--- src/rtl/hazard_scoreboard_if.sv ---
// ----------------------------------------------------------------------------
// hazard_scoreboard_if
// Bundles the pipeline-side signals of the hazard scoreboard.
//   master : pipeline side. Drives register ids, write/load flags, branch and
//            MDU start flags. Receives stall/flush/forward controls, MDU
//            status and the stall-cycle counter.
//   slave  : scoreboard side (hazard_scoreboard).
// ----------------------------------------------------------------------------
interface hazard_scoreboard_if #(
    parameter int REG_AW = 5,
    parameter int CNT_W  = 16
);
    // Decode / Execute sources, E/M/W destinations
    logic [REG_AW-1:0] RsD, RtD, RsE, RtE;
    logic [REG_AW-1:0] WriteRegE, WriteRegM, WriteRegW;
    logic              RegWriteE, RegWriteM, RegWriteW;
    logic              MemtoRegE, MemtoRegM;
    logic              BranchD, PCSrcD;
    logic              MduStartD, MduStartE;

    // Pipeline control back to the datapath
    logic              StallF, StallD, FlushD, FlushE;
    logic [1:0]        ForwardAE, ForwardBE;
    logic              ForwardAD, ForwardBD;
    logic              MduBusy, MduDone;
    logic [CNT_W-1:0]  StallCycles;

    modport master (
        output RsD, RtD, RsE, RtE, WriteRegE, WriteRegM, WriteRegW,
               RegWriteE, RegWriteM, RegWriteW, MemtoRegE, MemtoRegM,
               BranchD, PCSrcD, MduStartD, MduStartE,
        input  StallF, StallD, FlushD, FlushE, ForwardAE, ForwardBE,
               ForwardAD, ForwardBD, MduBusy, MduDone, StallCycles
    );

    modport slave (
        input  RsD, RtD, RsE, RtE, WriteRegE, WriteRegM, WriteRegW,
               RegWriteE, RegWriteM, RegWriteW, MemtoRegE, MemtoRegM,
               BranchD, PCSrcD, MduStartD, MduStartE,
        output StallF, StallD, FlushD, FlushE, ForwardAE, ForwardBE,
               ForwardAD, ForwardBD, MduBusy, MduDone, StallCycles
    );
endinterface

--- src/rtl/hazard_scoreboard.sv ---
// ----------------------------------------------------------------------------
// hazard_scoreboard
// Hazard unit for a 5-stage pipeline with a multi-cycle multiply/divide unit.
// Produces operand forwarding selects for the E-stage ALU and the D-stage
// branch comparator, detects load-use, branch and MDU hazards, stalls F/D and
// flushes E on a hazard, flushes D on a taken branch/jump, tracks MDU
// occupancy and counts stalled Decode cycles (saturating).
//
// Ports
//   clk    : clock, rising edge
//   rst_n  : synchronous active-low reset
//   hz     : hazard_scoreboard_if.slave (all pipeline-side signals)
//
// Register 0 never matches, so it never forwards or stalls.
// MDU_LAT must lie in 2..15 (the busy counter is 4 bits).
// ----------------------------------------------------------------------------

// Per-operand slice: one instance for the A (Rs) operand, one for B (Rt).
// Works out forwarding for the operand and which producers the D-stage
// source of that operand depends on.
module hazard_scoreboard_lane #(
    parameter int REG_AW = 5
) (
    input  logic [REG_AW-1:0] srcD,
    input  logic [REG_AW-1:0] srcE,
    input  logic [REG_AW-1:0] writeRegE,
    input  logic [REG_AW-1:0] writeRegM,
    input  logic [REG_AW-1:0] writeRegW,
    input  logic [REG_AW-1:0] rtE,
    input  logic [REG_AW-1:0] mduDest,
    input  logic              regWriteM,
    input  logic              regWriteW,
    output logic [1:0]        fwdE,
    output logic              fwdD,
    output logic              hitWriteE,
    output logic              hitWriteM,
    output logic              hitRtE,
    output logic              hitMduDest
);
    function automatic logic match(input logic [REG_AW-1:0] x,
                                   input logic [REG_AW-1:0] r);
        return (r != '0) && (x == r);
    endfunction

    // M is younger than W, so its result wins.
    always_comb begin
        fwdE = 2'b00;
        if (regWriteM && match(writeRegM, srcE))
            fwdE = 2'b10;
        else if (regWriteW && match(writeRegW, srcE))
            fwdE = 2'b01;
    end

    assign fwdD       = regWriteM && match(writeRegM, srcD);
    assign hitWriteE  = match(writeRegE, srcD);
    assign hitWriteM  = match(writeRegM, srcD);
    assign hitRtE     = match(rtE, srcD);
    assign hitMduDest = match(mduDest, srcD);
endmodule

module hazard_scoreboard #(
    parameter int REG_AW  = 5,
    parameter int MDU_LAT = 4,
    parameter int CNT_W   = 16
) (
    input logic             clk,
    input logic             rst_n,
    hazard_scoreboard_if.slave hz
);
    localparam int         NUM_OPS  = 2;  // lane 0 = A (Rs), lane 1 = B (Rt)
    localparam logic [3:0] CNT_LOAD = 4'(MDU_LAT - 1);

    typedef enum logic [1:0] {IDLE, BUSY, DONE} mduState_t;

    mduState_t         state;
    logic [3:0]        cnt;
    logic [REG_AW-1:0] mduDestR;
    logic              mduBusyR;
    logic              mduDoneR;
    logic [CNT_W-1:0]  stallCnt;

    logic [NUM_OPS-1:0][REG_AW-1:0] srcD, srcE;
    logic [NUM_OPS-1:0][1:0]        fwdE;
    logic [NUM_OPS-1:0]             fwdD;
    logic [NUM_OPS-1:0]             hitWriteE, hitWriteM, hitRtE, hitMduDest;

    logic mduActive;
    logic mduInBusy;
    logic lwStall, brStall, mduStall, stall;

    assign srcD = {hz.RtD, hz.RsD};
    assign srcE = {hz.RtE, hz.RsE};

    generate
        for (genvar i = 0; i < NUM_OPS; i++) begin : gLane
            hazard_scoreboard_lane #(.REG_AW(REG_AW)) uLane (
                .srcD      (srcD[i]),
                .srcE      (srcE[i]),
                .writeRegE (hz.WriteRegE),
                .writeRegM (hz.WriteRegM),
                .writeRegW (hz.WriteRegW),
                .rtE       (hz.RtE),
                .mduDest   (mduDestR),
                .regWriteM (hz.RegWriteM),
                .regWriteW (hz.RegWriteW),
                .fwdE      (fwdE[i]),
                .fwdD      (fwdD[i]),
                .hitWriteE (hitWriteE[i]),
                .hitWriteM (hitWriteM[i]),
                .hitRtE    (hitRtE[i]),
                .hitMduDest(hitMduDest[i])
            );
        end
    endgenerate

    // While reset is held the MDU is treated as idle, so the MDU stall terms
    // never depend on state that is about to be cleared.
    assign mduActive = rst_n && (state != IDLE);
    assign mduInBusy = rst_n && (state == BUSY);

    assign lwStall = hz.MemtoRegE && (|hitRtE);

    // A branch resolves in D, so it must wait for an ALU result still in E
    // or for load data still in M.
    assign brStall = hz.BranchD &&
                     ((hz.RegWriteE && (|hitWriteE)) ||
                      (hz.MemtoRegM && (|hitWriteM)));

    // MDU hazards: consumer of an MDU op being launched, consumer of the op
    // in flight, or a second MDU op while the unit is occupied / launching.
    assign mduStall = (hz.MduStartE && (|hitWriteE)) ||
                      (mduActive && (|hitMduDest)) ||
                      (hz.MduStartD && (mduInBusy || hz.MduStartE));

    assign stall = lwStall || brStall || mduStall;

    assign hz.StallF      = stall;
    assign hz.StallD      = stall;
    assign hz.FlushE      = stall;
    assign hz.FlushD      = hz.PCSrcD && !stall;
    assign hz.ForwardAE   = fwdE[0];
    assign hz.ForwardBE   = fwdE[1];
    assign hz.ForwardAD   = fwdD[0];
    assign hz.ForwardBD   = fwdD[1];
    assign hz.MduBusy     = mduBusyR;
    assign hz.MduDone     = mduDoneR;
    assign hz.StallCycles = stallCnt;

    // MDU occupancy FSM. BUSY runs MDU_LAT cycles (cnt counts MDU_LAT-1..0),
    // then DONE for one cycle. A start seen in DONE relaunches directly.
    // Starts seen in BUSY are dropped. Busy/done flags are registered
    // alongside the next state.
    always_ff @(posedge clk) begin
        if (!rst_n) begin
            state    <= IDLE;
            cnt      <= 4'd0;
            mduDestR <= '0;
            mduBusyR <= 1'b0;
            mduDoneR <= 1'b0;
        end else begin
            case (state)
                IDLE: begin
                    if (hz.MduStartE) begin
                        state    <= BUSY;
                        cnt      <= CNT_LOAD;
                        mduDestR <= hz.WriteRegE;
                        mduBusyR <= 1'b1;
                    end
                    mduDoneR <= 1'b0;
                end
                BUSY: begin
                    if (cnt == 4'd0) begin
                        state    <= DONE;
                        mduDoneR <= 1'b1;
                    end else begin
                        cnt <= cnt - 4'd1;
                    end
                end
                DONE: begin
                    mduDoneR <= 1'b0;
                    if (hz.MduStartE) begin
                        state    <= BUSY;
                        cnt      <= CNT_LOAD;
                        mduDestR <= hz.WriteRegE;
                    end else begin
                        state    <= IDLE;
                        mduBusyR <= 1'b0;
                    end
                end
                default: begin
                    state    <= IDLE;
                    mduBusyR <= 1'b0;
                    mduDoneR <= 1'b0;
                end
            endcase
        end
    end

    // Stalled-Decode counter, sticks at all-ones.
    always_ff @(posedge clk) begin
        if (!rst_n)
            stallCnt <= '0;
        else if (stall && (stallCnt != {CNT_W{1'b1}}))
            stallCnt <= stallCnt + CNT_W'(1);
    end
endmodule
--- src/flat_wrapper.sv ---
// flat-port wrapper written by rule: the top's interface ports become plain ports
module hazard_scoreboard_flat 
#(
    parameter int REG_AW  = 5,
    parameter int MDU_LAT = 4,
    parameter int CNT_W   = 16
)
  (clk, rst_n, hz_RsD, hz_RtD, hz_RsE, hz_RtE, hz_WriteRegE, hz_WriteRegM, hz_WriteRegW, hz_RegWriteE, hz_RegWriteM, hz_RegWriteW, hz_MemtoRegE, hz_MemtoRegM, hz_BranchD, hz_PCSrcD, hz_MduStartD, hz_MduStartE, hz_StallF, hz_StallD, hz_FlushD, hz_FlushE, hz_ForwardAE, hz_ForwardBE, hz_ForwardAD, hz_ForwardBD, hz_MduBusy, hz_MduDone, hz_StallCycles);
  hazard_scoreboard_if #(.REG_AW(REG_AW), .CNT_W(CNT_W)) hz_i ();
  input logic clk;
  input logic rst_n;
  input wire logic [$bits(hz_i.RsD)-1:0] hz_RsD;
  input wire logic [$bits(hz_i.RtD)-1:0] hz_RtD;
  input wire logic [$bits(hz_i.RsE)-1:0] hz_RsE;
  input wire logic [$bits(hz_i.RtE)-1:0] hz_RtE;
  input wire logic [$bits(hz_i.WriteRegE)-1:0] hz_WriteRegE;
  input wire logic [$bits(hz_i.WriteRegM)-1:0] hz_WriteRegM;
  input wire logic [$bits(hz_i.WriteRegW)-1:0] hz_WriteRegW;
  input wire logic [$bits(hz_i.RegWriteE)-1:0] hz_RegWriteE;
  input wire logic [$bits(hz_i.RegWriteM)-1:0] hz_RegWriteM;
  input wire logic [$bits(hz_i.RegWriteW)-1:0] hz_RegWriteW;
  input wire logic [$bits(hz_i.MemtoRegE)-1:0] hz_MemtoRegE;
  input wire logic [$bits(hz_i.MemtoRegM)-1:0] hz_MemtoRegM;
  input wire logic [$bits(hz_i.BranchD)-1:0] hz_BranchD;
  input wire logic [$bits(hz_i.PCSrcD)-1:0] hz_PCSrcD;
  input wire logic [$bits(hz_i.MduStartD)-1:0] hz_MduStartD;
  input wire logic [$bits(hz_i.MduStartE)-1:0] hz_MduStartE;
  output wire logic [$bits(hz_i.StallF)-1:0] hz_StallF;
  output wire logic [$bits(hz_i.StallD)-1:0] hz_StallD;
  output wire logic [$bits(hz_i.FlushD)-1:0] hz_FlushD;
  output wire logic [$bits(hz_i.FlushE)-1:0] hz_FlushE;
  output wire logic [$bits(hz_i.ForwardAE)-1:0] hz_ForwardAE;
  output wire logic [$bits(hz_i.ForwardBE)-1:0] hz_ForwardBE;
  output wire logic [$bits(hz_i.ForwardAD)-1:0] hz_ForwardAD;
  output wire logic [$bits(hz_i.ForwardBD)-1:0] hz_ForwardBD;
  output wire logic [$bits(hz_i.MduBusy)-1:0] hz_MduBusy;
  output wire logic [$bits(hz_i.MduDone)-1:0] hz_MduDone;
  output wire logic [$bits(hz_i.StallCycles)-1:0] hz_StallCycles;
  assign hz_i.RsD = hz_RsD;
  assign hz_i.RtD = hz_RtD;
  assign hz_i.RsE = hz_RsE;
  assign hz_i.RtE = hz_RtE;
  assign hz_i.WriteRegE = hz_WriteRegE;
  assign hz_i.WriteRegM = hz_WriteRegM;
  assign hz_i.WriteRegW = hz_WriteRegW;
  assign hz_i.RegWriteE = hz_RegWriteE;
  assign hz_i.RegWriteM = hz_RegWriteM;
  assign hz_i.RegWriteW = hz_RegWriteW;
  assign hz_i.MemtoRegE = hz_MemtoRegE;
  assign hz_i.MemtoRegM = hz_MemtoRegM;
  assign hz_i.BranchD = hz_BranchD;
  assign hz_i.PCSrcD = hz_PCSrcD;
  assign hz_i.MduStartD = hz_MduStartD;
  assign hz_i.MduStartE = hz_MduStartE;
  assign hz_StallF = hz_i.StallF;
  assign hz_StallD = hz_i.StallD;
  assign hz_FlushD = hz_i.FlushD;
  assign hz_FlushE = hz_i.FlushE;
  assign hz_ForwardAE = hz_i.ForwardAE;
  assign hz_ForwardBE = hz_i.ForwardBE;
  assign hz_ForwardAD = hz_i.ForwardAD;
  assign hz_ForwardBD = hz_i.ForwardBD;
  assign hz_MduBusy = hz_i.MduBusy;
  assign hz_MduDone = hz_i.MduDone;
  assign hz_StallCycles = hz_i.StallCycles;
  hazard_scoreboard #(.REG_AW(REG_AW), .MDU_LAT(MDU_LAT), .CNT_W(CNT_W)) u_core (.clk(clk), .rst_n(rst_n), .hz(hz_i));
endmodule
--- config.mk ---
export PLATFORM = sky130hd
export DESIGN_NAME = hazard_scoreboard_flat
export DESIGN_NICKNAME = d
export VERILOG_FILES = /design/src/rtl/hazard_scoreboard_if.sv /design/src/rtl/hazard_scoreboard.sv /design/src/flat_wrapper.sv
export SDC_FILE = /design/constraint.sdc
export NUM_CORES = 1
export LEC_CHECK = 0
export ABC_AREA = 1
export CAP_MARGIN = 20
export CORE_MARGIN = 2
export CORE_UTILIZATION = 43
export CTS_CLUSTER_SIZE = 20
export DETAILED_ROUTE_END_ITERATION = 10
export MAX_ROUTING_LAYER = met4
export PLACE_DENSITY = 0.86
export SYNTH_ARGS = -nofsm -noshare
export SYNTH_HDL_FRONTEND = slang
export SYNTH_SLANG_ARGS = --single-unit
--- constraint.sdc ---
create_clock -name clk -period 1.9 [get_ports clk]
set_clock_uncertainty 0.2 [all_clocks]
set_input_delay 0.285 -clock clk [delete_from_list [all_inputs] [get_ports clk]]
set_output_delay 0.285 -clock clk [all_outputs]
set_load 0.02 [all_outputs]
==> metrics.md, run 1 <==
| Metric | Value |
|---|---|
| IO Count | 74 |
| Leak Pwr | 1.71 nW |
| Flop-to-flop setup slack | -0.04 ns |
| Crit. End Element | primary output |
| Placement Rows | 27 |
| CTS sink cnt | 29 |
| Worst-path clk slew | 0.06 ns |
| Share of layout cells above drive strength 1 | 28.4% |
| Grt total ovfl | 0 |
| GPL Wtd Cong | 0.922 |
| Routed vias/inst | 5.09 |
| CTS Hold Buffers Added | 0 |
| Hold/Removal Path Class | flop to flop |
| Via count | 2901 |
| Synth warn | 0 |
| HPWL Detailed | 5620 microns |
| Library cells used by synthesis | 32 |
| Worst Setup Start Kind | primary input |
| Largest net degree at the start of global routing | 32 |
| Starting Density | 44.2% |
| Failing checks | negative setup slack |
| TritonCTS buffer count | 5 |
| Syn_nets | 435 |
| Core area | 0.00544 sq mm |
| Crit path DAT | 1.59 ns |
| Placed Area | 0.00348 sq mm |
| Port Buffer Count | 73 |
| Largest cells by area after synthesis | dfxtp_1 24%, nand2_1 13%, nor2_1 11% |
| Clock latency at the later pin of the worst-skew pair | 0.29 ns |
| Status | finished with violations |
| Vias in the first global route | 2641 |
| Clock buffer depth | 2 |
| CP Data Required Time | 1.41 ns |
| # fillers | 449 |
| Crit Path Class | primary input to primary output |
| Die ar. | 0.00621 sq mm |
| DRC viols | 0 |
| Wire length of the first global-routing pass | 11600 microns |
| Pre-Repair DR Iteration Count | 5 |
| Final hold vios | 0 |
| Period utilization | 109% |
| Pwr/cell area | 532 mW/mm^2 |
| Max cap viols | 0 |
| Yosys top cell area share | 24.1% |
| Min Tclk post-route | 2.07 ns |
| Worst-path fanout max | 5 |
| CTS tree | yes |
| Headroom to the max-slew limit | 80.2% |
| Final WS setup | -0.170 ns |
| Synth Cell Area | 0.00241 sq mm |
| Total GRT Usage | 24.1% |
| Post-route ant nets | 0 |
| Die Width | 78.8 microns |
| Synth area leader | dfxtp_1 |
| WL/cell | 13.3 microns |
| TNS Setup | -0.707 ns |
| Register area share after synthesis | 24.1% |
| CTS root buf | clkbuf_8 |
| DR iter-0 viols | 144 |
| CTS H-tree depth | 2 |
| Setup-failing EPs final | 12 |
| RSZ-0062 raised after global routing | true |
| Peak VDD IR | 0.000303 V |
| Final WL | 7610 microns |
| Synth Instances | 386 |
| Post-Syn Area per Cell | 6.23 sq um |
| Worst slew pin tran | 0.297 ns |
| Fmax | 483 MHz |
| Yosys reg bits | 29 |
| NumNets Final | 545 |
| Cell area after layout | 0.00365 sq mm |
| Die H | 78.8 microns |
| Layout area overhead | 51.8% |
| Initial antenna violation count | 1 |
| Max Slew Vio Count | 0 |
## placed cells by master (no fill, tap or decap), types with 6 or more instances in the layout
| cell type | instances |
|---|---|
| a21oi_1 | 23 |
| buf_2 | 14 |
| buf_4 | 47 |
| buf_6 | 15 |
| clkbuf_2 | 8 |
| clkbuf_8 | 7 |
| clkdlybuf4s50_1 | 26 |
| dfxtp_1 | 23 |
| dlygate4sd2_1 | 9 |
| inv_1 | 36 |
| inv_2 | 6 |
| nand2_1 | 83 |
| nand3_1 | 24 |
| nor2_1 | 64 |
| o21ai_0 | 6 |
| xnor2_1 | 19 |
| xnor2_2 | 7 |
| xor2_1 | 18 |
## stage by stage
| stage | total power, W | std cells | setup WS [ns] | utilization, % | hold slack, ns |
|---|---|---|---|---|---|
| after floorplan | 0.00107 | 386 | -0.126 | - | 0.223 |
| after detailed placement | 0.00134 | 560 | -0.970 | 64.0 | 0.252 |
| final | 0.00194 | 570 | -0.170 | 67.1 | 0.261 |
| after global routing | 0.00205 | 570 | -0.284 | 67.1 | 0.264 |
| after CTS | 0.00191 | 568 | -0.144 | 65.8 | 0.261 |
| after global placement | 0.00131 | 560 | -0.910 | 64.0 | 0.246 |
## state kept, by name, indices dropped and copies added, names as in the netlist
signal and cells:
u_core.hz.MduBusy 1, u_core.state 2, u_core.cnt 4, u_core.hz.MduDone 1
u_core.mduDestR 5, u_core.hz.StallCycles 16
## layer usage
| layer | global-route usage (%) | wire length [microns] | vias up |
|---|---|---|---|
| li1 | - | - | 1439 |
| met1 | 27.9 | 3080 | 1319 |
| met2 | 41.8 | 3890 | 117 |
| met3 | 5.11 | 426 | 26 |
| met4 | 7.37 | 208 | 0 |
| met5 | - | 0 | - |
## final cells by class
| type | instances | area (sq um) | share of cell area [%] |
|---|---|---|---|
| multi-input cells | 295 | 1700 | 46.6 |
| repair buffers | 121 | 993 | 27.2 |
| diodes | 1 | 2.50 | 0.0685 |
| inverters | 44 | 170 | 4.66 |
| clock inverters | 1 | 5.00 | 0.137 |
| flip-flops and latches | 29 | 593 | 16.2 |
| well taps | 72 | 90.1 | 2.47 |
| clock buffers | 7 | 96.3 | 2.64 |
## power by group
part           switching (W)  leakage [nW]  total [W]  internal (W)
registers          0.0000349         0.239   0.000679      0.000644
logic               0.000365          1.42   0.000697      0.000332
clock network       0.000241        0.0542   0.000568      0.000327
## synthesized netlist by cell type, drive strengths merged
| cell type | n |
|---|---|
| a2111oi | 1 |
| a211oi | 1 |
| a21oi | 24 |
| a221oi | 2 |
| and3 | 1 |
| buf | 16 |
| clkbuf | 2 |
| dfxtp | 29 |
| ha | 3 |
| inv | 44 |
| nand2 | 88 |
| nand3 | 26 |
| nand3b | 2 |
| nand4 | 3 |
| nor2 | 71 |
| nor3 | 9 |
| nor3b | 1 |
| nor4 | 3 |
| o2111ai | 1 |
| o21ai | 10 |
| o22ai | 3 |
| or2 | 1 |
| or3 | 1 |
| xnor2 | 26 |
| xor2 | 18 |
## repair_timing
action                     CTS  global route
resized for setup          181            41
setup buffers                0             1
pin swaps                   28            19
setup endpoints to repair   26            27
## kinds of logic after synthesis
family	synth area share [%]
simple gates	36.7
buf+inv	12.0
xor+xnor	16.0
compound gates	9.62
flops	24.1
fa+ha+maj	1.56
## worst max-delay path, stage by stage
cell	delay [ns]
dlygate4sd2_1	0.29
xnor2_1	0.18
nand2_1	0.08
nor2_1	0.12
nand2_1	0.07
nand2_1	0.08
nand2_1	0.06
nand2_1	0.06
nand2_2	0.06
nand2_4	0.13
nor2_4	0.04
buf_6	0.12
## path summary, 6_finish.rpt
check                     startpoint                       end  cells past startpoint
setup / recovery     hz_WriteRegE[0]                 hz_FlushD                     12
hold / removal     u_core.hz.MduDone         u_core.hz.MduDone                      2
setup reg to reg  u_core.mduDestR[0]  u_core.hz.StallCycles[6]                     14
hold reg to reg    u_core.hz.MduDone         u_core.hz.MduDone                      2
Power figures use the tool's default switching activity.
==> run 2, diff against run 1 <==
--- a/config.mk
+++ b/config.mk
@@ -5,10 +5,9 @@
 export SDC_FILE = /design/constraint.sdc
 export NUM_CORES = 1
 export LEC_CHECK = 0
-export ABC_AREA = 1
 export CAP_MARGIN = 20
 export CORE_MARGIN = 2
-export CORE_UTILIZATION = 43
+export CORE_UTILIZATION = 42
 export CTS_CLUSTER_SIZE = 20
 export DETAILED_ROUTE_END_ITERATION = 10
 export MAX_ROUTING_LAYER = met4
==> metrics.md, run 2 <==
| Metric | Value |
|---|---|
| Die H | 77.7 microns (-1.4%) |
| Port Buffer Count | 73 (unchanged) |
| Clock buffer depth | 2 (unchanged) |
| Failing checks | negative setup slack |
| Max Slew Vio Count | 0 (unchanged) |
| Worst-path clk slew | 0.06 ns (about the same) |
| WL/cell | 16.6 microns (+24%) |
| CTS H-tree depth | 2 (unchanged) |
| NumNets Final | 458 (-16%) |
| Hold/Removal Path Class | primary input to flop |
| R2r endpoint | u_core.hz.StallCycles[9] |
| Flop-to-flop setup slack | -0.44 ns (-0.40 ns) |
| Max cap viols | 0 (unchanged) |
| Final WL | 7960 microns (+4.7%) |
| Period utilization | 132% (+23 points) |
| Synth warn | 0 (unchanged) |
| Most common cell after layout, fill and taps aside | buf_4 |
| Cell area after layout | 0.00400 sq mm (+9.5%) |
| Worst-path fanout max | 4 (-1) |
| Worst slew pin tran | 0.494 ns (+0.197 ns) |
| Leak Pwr | 1.62 nW (-5.5%) |
| Number of flip-flops in the largest register | 16 (unchanged) |
| R2r startpoint | u_core.mduDestR[4] |
| Crit path DAT | 2.02 ns (+0.43 ns) |
| Largest cells by area after synthesis | dfxtp_1 25%, xnor2_1 16%, xor2_1 8.8% |
| Setup-failing EPs final | 24 (+12) |
| CP endpoint | hz_FlushE |
| Routed vias/inst | 5.25 (+3.1%) |
| Crit Path Class | primary input to primary output |
| Synth Cell Area | 0.00228 sq mm (-5.3%) |
| Commonest cells after routing, fill and taps aside | 63 x buf_4, 30 x nand2_1, 28 x xnor2_1 |
| Wire length of the first global-routing pass | 13200 microns (+14%) |
| HPWL Detailed | 5550 microns (-1.2%) |
| Register area share after synthesis | 25.5% (+1.3 points) |
| RSZ-0062 raised after global routing | true |
| Placed Area | 0.00357 sq mm (+2.7%) |
| Starting Density | 44.1% (-0.16 points) |
| Crit path launch | hz_RtD[3] |
| Share of layout cells above drive strength 1 | 42.0% (+14 points) |
| CTS sink cnt | 29 (unchanged) |
| Overall power | 0.00187 W (-4.0%) |
| Worst Setup Start Kind | primary input |
| Syn_nets | 334 (-23%) |
| Async SR Flop Fraction | 0% (unchanged) |
| Min Tclk post-route | 2.51 ns (+0.435 ns) |
| Grt total ovfl | 0 (unchanged) |
| Core area | 0.00517 sq mm (-4.9%) |
| Vias in the first global route | 2680 (+1.5%) |
| CTS root buf | clkbuf_8 |
| Synth area leader | dfxtp_1 |
| Peak VDD IR | 0.000460 V (+52%) |
| CP Data Required Time | 1.41 ns (about the same) |
| Layout area overhead | 75.4% |
| Most frequent cells after synthesis | 41 x xnor2_1, 30 x nand2_1, 29 x dfxtp_1, 23 x xor2_1, 15 x nor4_1 |
| Inserted Diodes | 0 (-1) |
| DP Cell Count | 467 (-17%) |
| Die ar. | 0.00603 sq mm (-2.8%) |
| Library cells used by synthesis | 44 (+38%) |
| CTS tree | yes |
| Primary FF master, synth | dfxtp_1 |
| TritonCTS buffer count | 5 (unchanged) |
| Fmax | 399 MHz (-17%) |
| Post-synth EDFFs | 0 (unchanged) |
| Yosys top cell area share | 25.5% (+1.3 points) |
| Placement Rows | 26 (-3.7%) |
| DRC viols | 0 (unchanged) |
| Post-route ant nets | 0 (unchanged) |
| Clock latency at the later pin of the worst-skew pair | 0.28 ns (about the same) |
| Largest net degree at the start of global routing | 27 (-16%) |
| Via count | 2518 (-13%) |
| Crit. End Element | primary output |
| Die Width | 77.7 microns (-1.4%) |
| R2R cell count | 10 (-4) |
| Total GRT Usage | 27.8% (+3.8 points) |
| Final WS setup | -0.605 ns (-0.435 ns) |
| Pwr/cell area | 467 mW/mm^2 (-12%) |
| DR iter-0 viols | 106 (-26%) |
| Count leader, synth | xnor2_1 |
| Post-Syn Area per Cell | 8.00 sq um (+28%) |
| Post-Layout Cell Count | 480 (-16%) |
| CTS Hold Buffers Added | 0 (unchanged) |
| IO Count | 74 (unchanged) |
| GPL Wtd Cong | 0.928 (+0.63%) |
| Headroom to the max-slew limit | 67.0% (-13 points) |
| Status | finished with violations |
| Pre-Repair DR Iteration Count | 4 (-1) |
| Initial antenna violation count | 0 (-1) |
| Final hold vios | 0 (unchanged) |
| Synth Instances | 285 (-26%) |
| Yosys reg bits | 29 (unchanged) |
[run 2: timing repair]
item	CTS	global route
resized for setup	213	21
endpoints found under the setup margin	26	28
buffers inserted	5	0
pin swaps	35	14
hold endpoints to repair	0	0
gates cloned	1	0
[run 2: routing by layer]
layer / share of wire [%] / track usage, % / up-vias
met2: 50 / 49.0 / 107
met4: 1.8 / 6.61 / 0
li1: - / - / 1219
met1: 43 / 33.4 / 1178
met3: 6.1 / 4.19 / 14
met5: 0 / - / -
[run 2: through the flow]
| step | worst slack [ns] | utilization, % | hold slack [ns] | setup TNS, ns |
|---|---|---|---|---|
| final | -0.605 | 77.3 | 0.266 | -9.76 |
| after floorplan | -0.645 | - | 0.221 | -8.06 |
| after CTS | -0.581 | 76.1 | 0.238 | -8.81 |
| after global routing | -0.667 | 77.3 | 0.282 | -12.16 |
| after global placement | -1.34 | 69.1 | 0.272 | -26.77 |
| after detailed placement | -1.37 | 69.1 | 0.282 | -27.46 |
[run 2: critical path, cell delays in order]
cell and delay [ns]:
buf_6 0.10, or4_4 0.54, nor2_4 0.22, nor4_4 0.08
o211ai_1 0.21, a21oi_2 0.11, nor2_4 0.19, clkinvlp_4 0.15
buf_6 0.15
[run 2: cells by family (layout without fill, tap and decap cells)]
| group | after synthesis | after routing | synth area share (%) |
|---|---|---|---|
| DFF | 29 | 29 | 25.5 |
| and+or+nand+nor | 123 | 123 | 30.0 |
| AOI/OAI and AO/OA | 25 | 25 | 7.79 |
| xor gates and xnor gates | 64 | 64 | 24.6 |
| buffers and inverters | 31 | 156 | 6.15 |
| muxes | 10 | 10 | 4.39 |
| adders and majority gates | 3 | 3 | 1.65 |
[run 2: report_power, final]
group | leakage, nW | internal [W] | switching, W
clock | 0.0450 | 0.000253 | 0.000240
sequential | 0.238 | 0.000634 | 0.0000215
combinational | 1.33 | 0.000366 | 0.000351
[run 2: cell type report]
| type | count | area [sq um] |
|---|---|---|
| clock buffers | 6 | 72.6 |
| clock inverters | 2 | 10.0 |
| fillers | 341 | 1170 |
| inverters | 7 | 30.0 |
| multi-input cells | 225 | 1970 |
| flip-flops and latches | 29 | 586 |
| well taps | 70 | 87.6 |
| repair buffers | 141 | 1240 |
[run 2: worst min-delay path by stage]
| stage | startpoint | to | slack (ns) | depth (start not counted) |
|---|---|---|---|---|
| floorplan | hz_WriteRegE[2] | u_core.mduDestR[2] | 0.22 | 2 |
| global placement | u_core.hz.StallCycles[14] | u_core.hz.StallCycles[14] | 0.27 | 2 |
| global route | hz_WriteRegE[4] | u_core.mduDestR[4] | 0.28 | 3 |
| CTS | hz_WriteRegE[4] | u_core.mduDestR[4] | 0.24 | 3 |
| detailed placement | u_core.hz.StallCycles[14] | u_core.hz.StallCycles[14] | 0.28 | 2 |
| finish | hz_WriteRegE[4] | u_core.mduDestR[4] | 0.27 | 3 |
==> run 3, diff against run 2 <==
==> constraint.sdc (replaced) <==
create_clock -name clk -period 2.1 [get_ports clk]
set_clock_uncertainty 0.2 [all_clocks]
set_input_delay 0.315 -clock clk [delete_from_list [all_inputs] [get_ports clk]]
set_output_delay 0.315 -clock clk [all_outputs]
set_load 0.02 [all_outputs]
==> metrics.md, run 3 (synthesis results as in run 2) <==
| Metric | Value |
|---|---|
| Clock buffer depth | 2 (unchanged) |
| Met1 Use GR | 33.0% (-0.36 points) |
| Post-Layout Cell Count | 476 (-0.83%) |
| Setup-failing EPs final | 21 (-13%) |
| Worst Setup Start Kind | primary input |
| Overall power | 0.00182 W (-2.6%) |
| Starting Density | 44.1% (unchanged) |
| Setup slack at placement | -1.25 ns (+0.115 ns) |
| Placement Rows | 26 (unchanged) |
| Multi-input logic area | 0.00191 sq mm (-3.2%) |
| Number of flip-flops in the largest register | 16 (unchanged) |
| Hold/Removal Path Class | primary input to flop |
| CTS tree | yes |
| Pre-Repair DR Iteration Count | 4 (unchanged) |
| Max cap viols | 0 (unchanged) |
| Failing checks | negative setup slack |
| DP Cell Count | 459 (-1.7%) |
| Inserted Diodes | 0 (unchanged) |
| Pwr/cell area | 467 mW/mm^2 (about the same) |
| Worst-path fanout max | 4 (unchanged) |
| Vias in the first global route | 2660 (-0.75%) |
| Post-route ant nets | 0 (unchanged) |
| Largest net degree at the start of global routing | 27 (unchanged) |
| Die ar. | 0.00603 sq mm (unchanged) |
| CP cell instances | buf_6 -> or4_4 -> nor2_4 -> nor4_2 -> o211ai_1 -> a21oi_2 -> nor2_4 -> clkinvlp_4 -> buf_6 |
| # fillers | 359 (+5.3%) |
| Via count | 2514 (-0.16%) |
| Port Buffer Count | 73 (unchanged) |
| Worst-path clk slew | 0.07 ns (about the same) |
| Final WL | 8010 microns (+0.63%) |
| CP Data Required Time | 1.58 ns (+0.17 ns) |
| NumNets Final | 454 (-0.87%) |
| Crit Path Class | primary input to primary output |
| Placed Area | 0.00349 sq mm (-2.3%) |
| Status | finished with violations |
| Routed vias/inst | 5.28 (+0.68%) |
| Period utilization | 122% |
| Layout area overhead | 70.7% |
| Met3 GRT Util | 5.47% (+1.3 points) |
| Most common cell after layout, fill and taps aside | buf_4 |
| Critical Path Max Stage Delay | 0.53 ns (about the same) |
| TritonCTS buffer count | 5 (unchanged) |
| RSZ-0062 raised after global routing | true |
| Max Slew Vio Count | 0 (unchanged) |
| WL/cell | 16.8 microns (+1.5%) |
| DRC viols | 0 (unchanged) |
| Share of layout cells above drive strength 1 | 38.2% (-3.8 points) |
| Worst hold margin | 0.286 ns (+0.0203 ns) |
| Grt total ovfl | 0 (unchanged) |
| Cell area after layout | 0.00389 sq mm (-2.7%) |
| Peak VDD IR | 0.000417 V (-9.3%) |
| CTS H-tree depth | 2 (unchanged) |
| Commonest cells after routing, fill and taps aside | 62 x buf_4, 35 x xnor2_1, 32 x clkdlybuf4s50_1 |
| Core area | 0.00517 sq mm (unchanged) |
| IO Count | 74 (unchanged) |
| Total GRT Usage | 28.4% (+0.56 points) |
| Die Width | 77.7 microns (unchanged) |
| Crit. End Element | primary output |
| CTS root buf | clkbuf_8 |
| Worst slew pin tran | 0.503 ns (+0.00829 ns) |
| Critical path buffer and inverter count | 3 (unchanged) |
| Reg area | 582 sq um (-0.64%) |
| Cell family with most CP delay | simple AND/OR/NAND/NOR gates |
| Min Tclk post-route | 2.57 ns |
| Final hold vios | 0 (unchanged) |
| Fmax | 390 MHz |
| Busiest grt layer | met2 |
| CTS sink cnt | 29 (unchanged) |
| Met2 usage | 48.4% (-0.52 points) |
| Crit path DAT | 2.05 ns (+0.03 ns) |
| HPWL Detailed | 5440 microns (-2.0%) |
| Wire length of the first global-routing pass | 13100 microns (-0.27%) |
| Die H | 77.7 microns (unchanged) |
| Final WS setup | -0.465 ns (+0.140 ns) |
| Headroom to the max-slew limit | 66.4% (-0.55 points) |
| CP max-delay cell | or4_4 |
| DR iter-0 viols | 114 (+7.5%) |
| GPL Wtd Cong | 0.897 (-3.4%) |
| Clock latency at the later pin of the worst-skew pair | 0.29 ns (about the same) |
| Initial antenna violation count | 0 (unchanged) |
| Leak Pwr | 1.51 nW (-6.7%) |
==> run 3: routing by layer <==
metal,part of all wire [%],vias up
met1,41,1185
met3,6.3,26
li1,-,1205
met5,0,-
met4,3.0,0
met2,50,98
==> run 3: where the power goes <==
group / total (W) / switching, W / internal [W]
combinational: 0.000617 / 0.000310 / 0.000308
sequential: 0.000592 / 0.0000190 / 0.000573
clock: 0.000609 / 0.000222 / 0.000386
==> run 3: what timing repair did <==
item	4_1_cts	5_1_grt
hold buffers	0	0
gates cloned	1	0
resized for setup	180	18
buffers inserted	8	2
pin swaps	31	12
endpoints found under the setup margin	26	26
==> run 3: worst paths after layout <==
path                             from                        end  slack, ns  cells past startpoint
max reg2reg        u_core.mduDestR[2]  u_core.hz.StallCycles[11]      -0.30                      9
min                   hz_WriteRegE[4]         u_core.mduDestR[4]       0.29                      3
max                         hz_RtD[3]                  hz_StallF      -0.47                      9
min reg2reg  u_core.hz.StallCycles[7]   u_core.hz.StallCycles[7]       0.30                      2
==> run 3: worst min-delay path, delay by kind of cell <==
family,cells,cell delay [ns]
AO/OA/AOI/OAI,1,0.05
buffers and inverters,1,0.28
AND/OR/NAND/NOR,1,0.08
==> run 3: area by class of cell <==
| class | instances | area share (%) |
|---|---|---|
| sequential | 29 | 14.9 |
| timing repair buffer | 137 | 30.0 |
| tap | 70 | 2.25 |
| inverter | 7 | 0.771 |
| clock inverter | 1 | 0.771 |
| multi-input combinational | 225 | 49.1 |
| clock buffer | 7 | 2.22 |
==> run 3: stage by stage <==
step | TNS, ns | util (%)
floorplan | -4.63 | -
global placement | -23.33 | 67.5
detailed placement | -24.20 | 67.5
CTS | -5.37 | 74.4
finish | -6.34 | 75.3
global route | -8.79 | 75.3
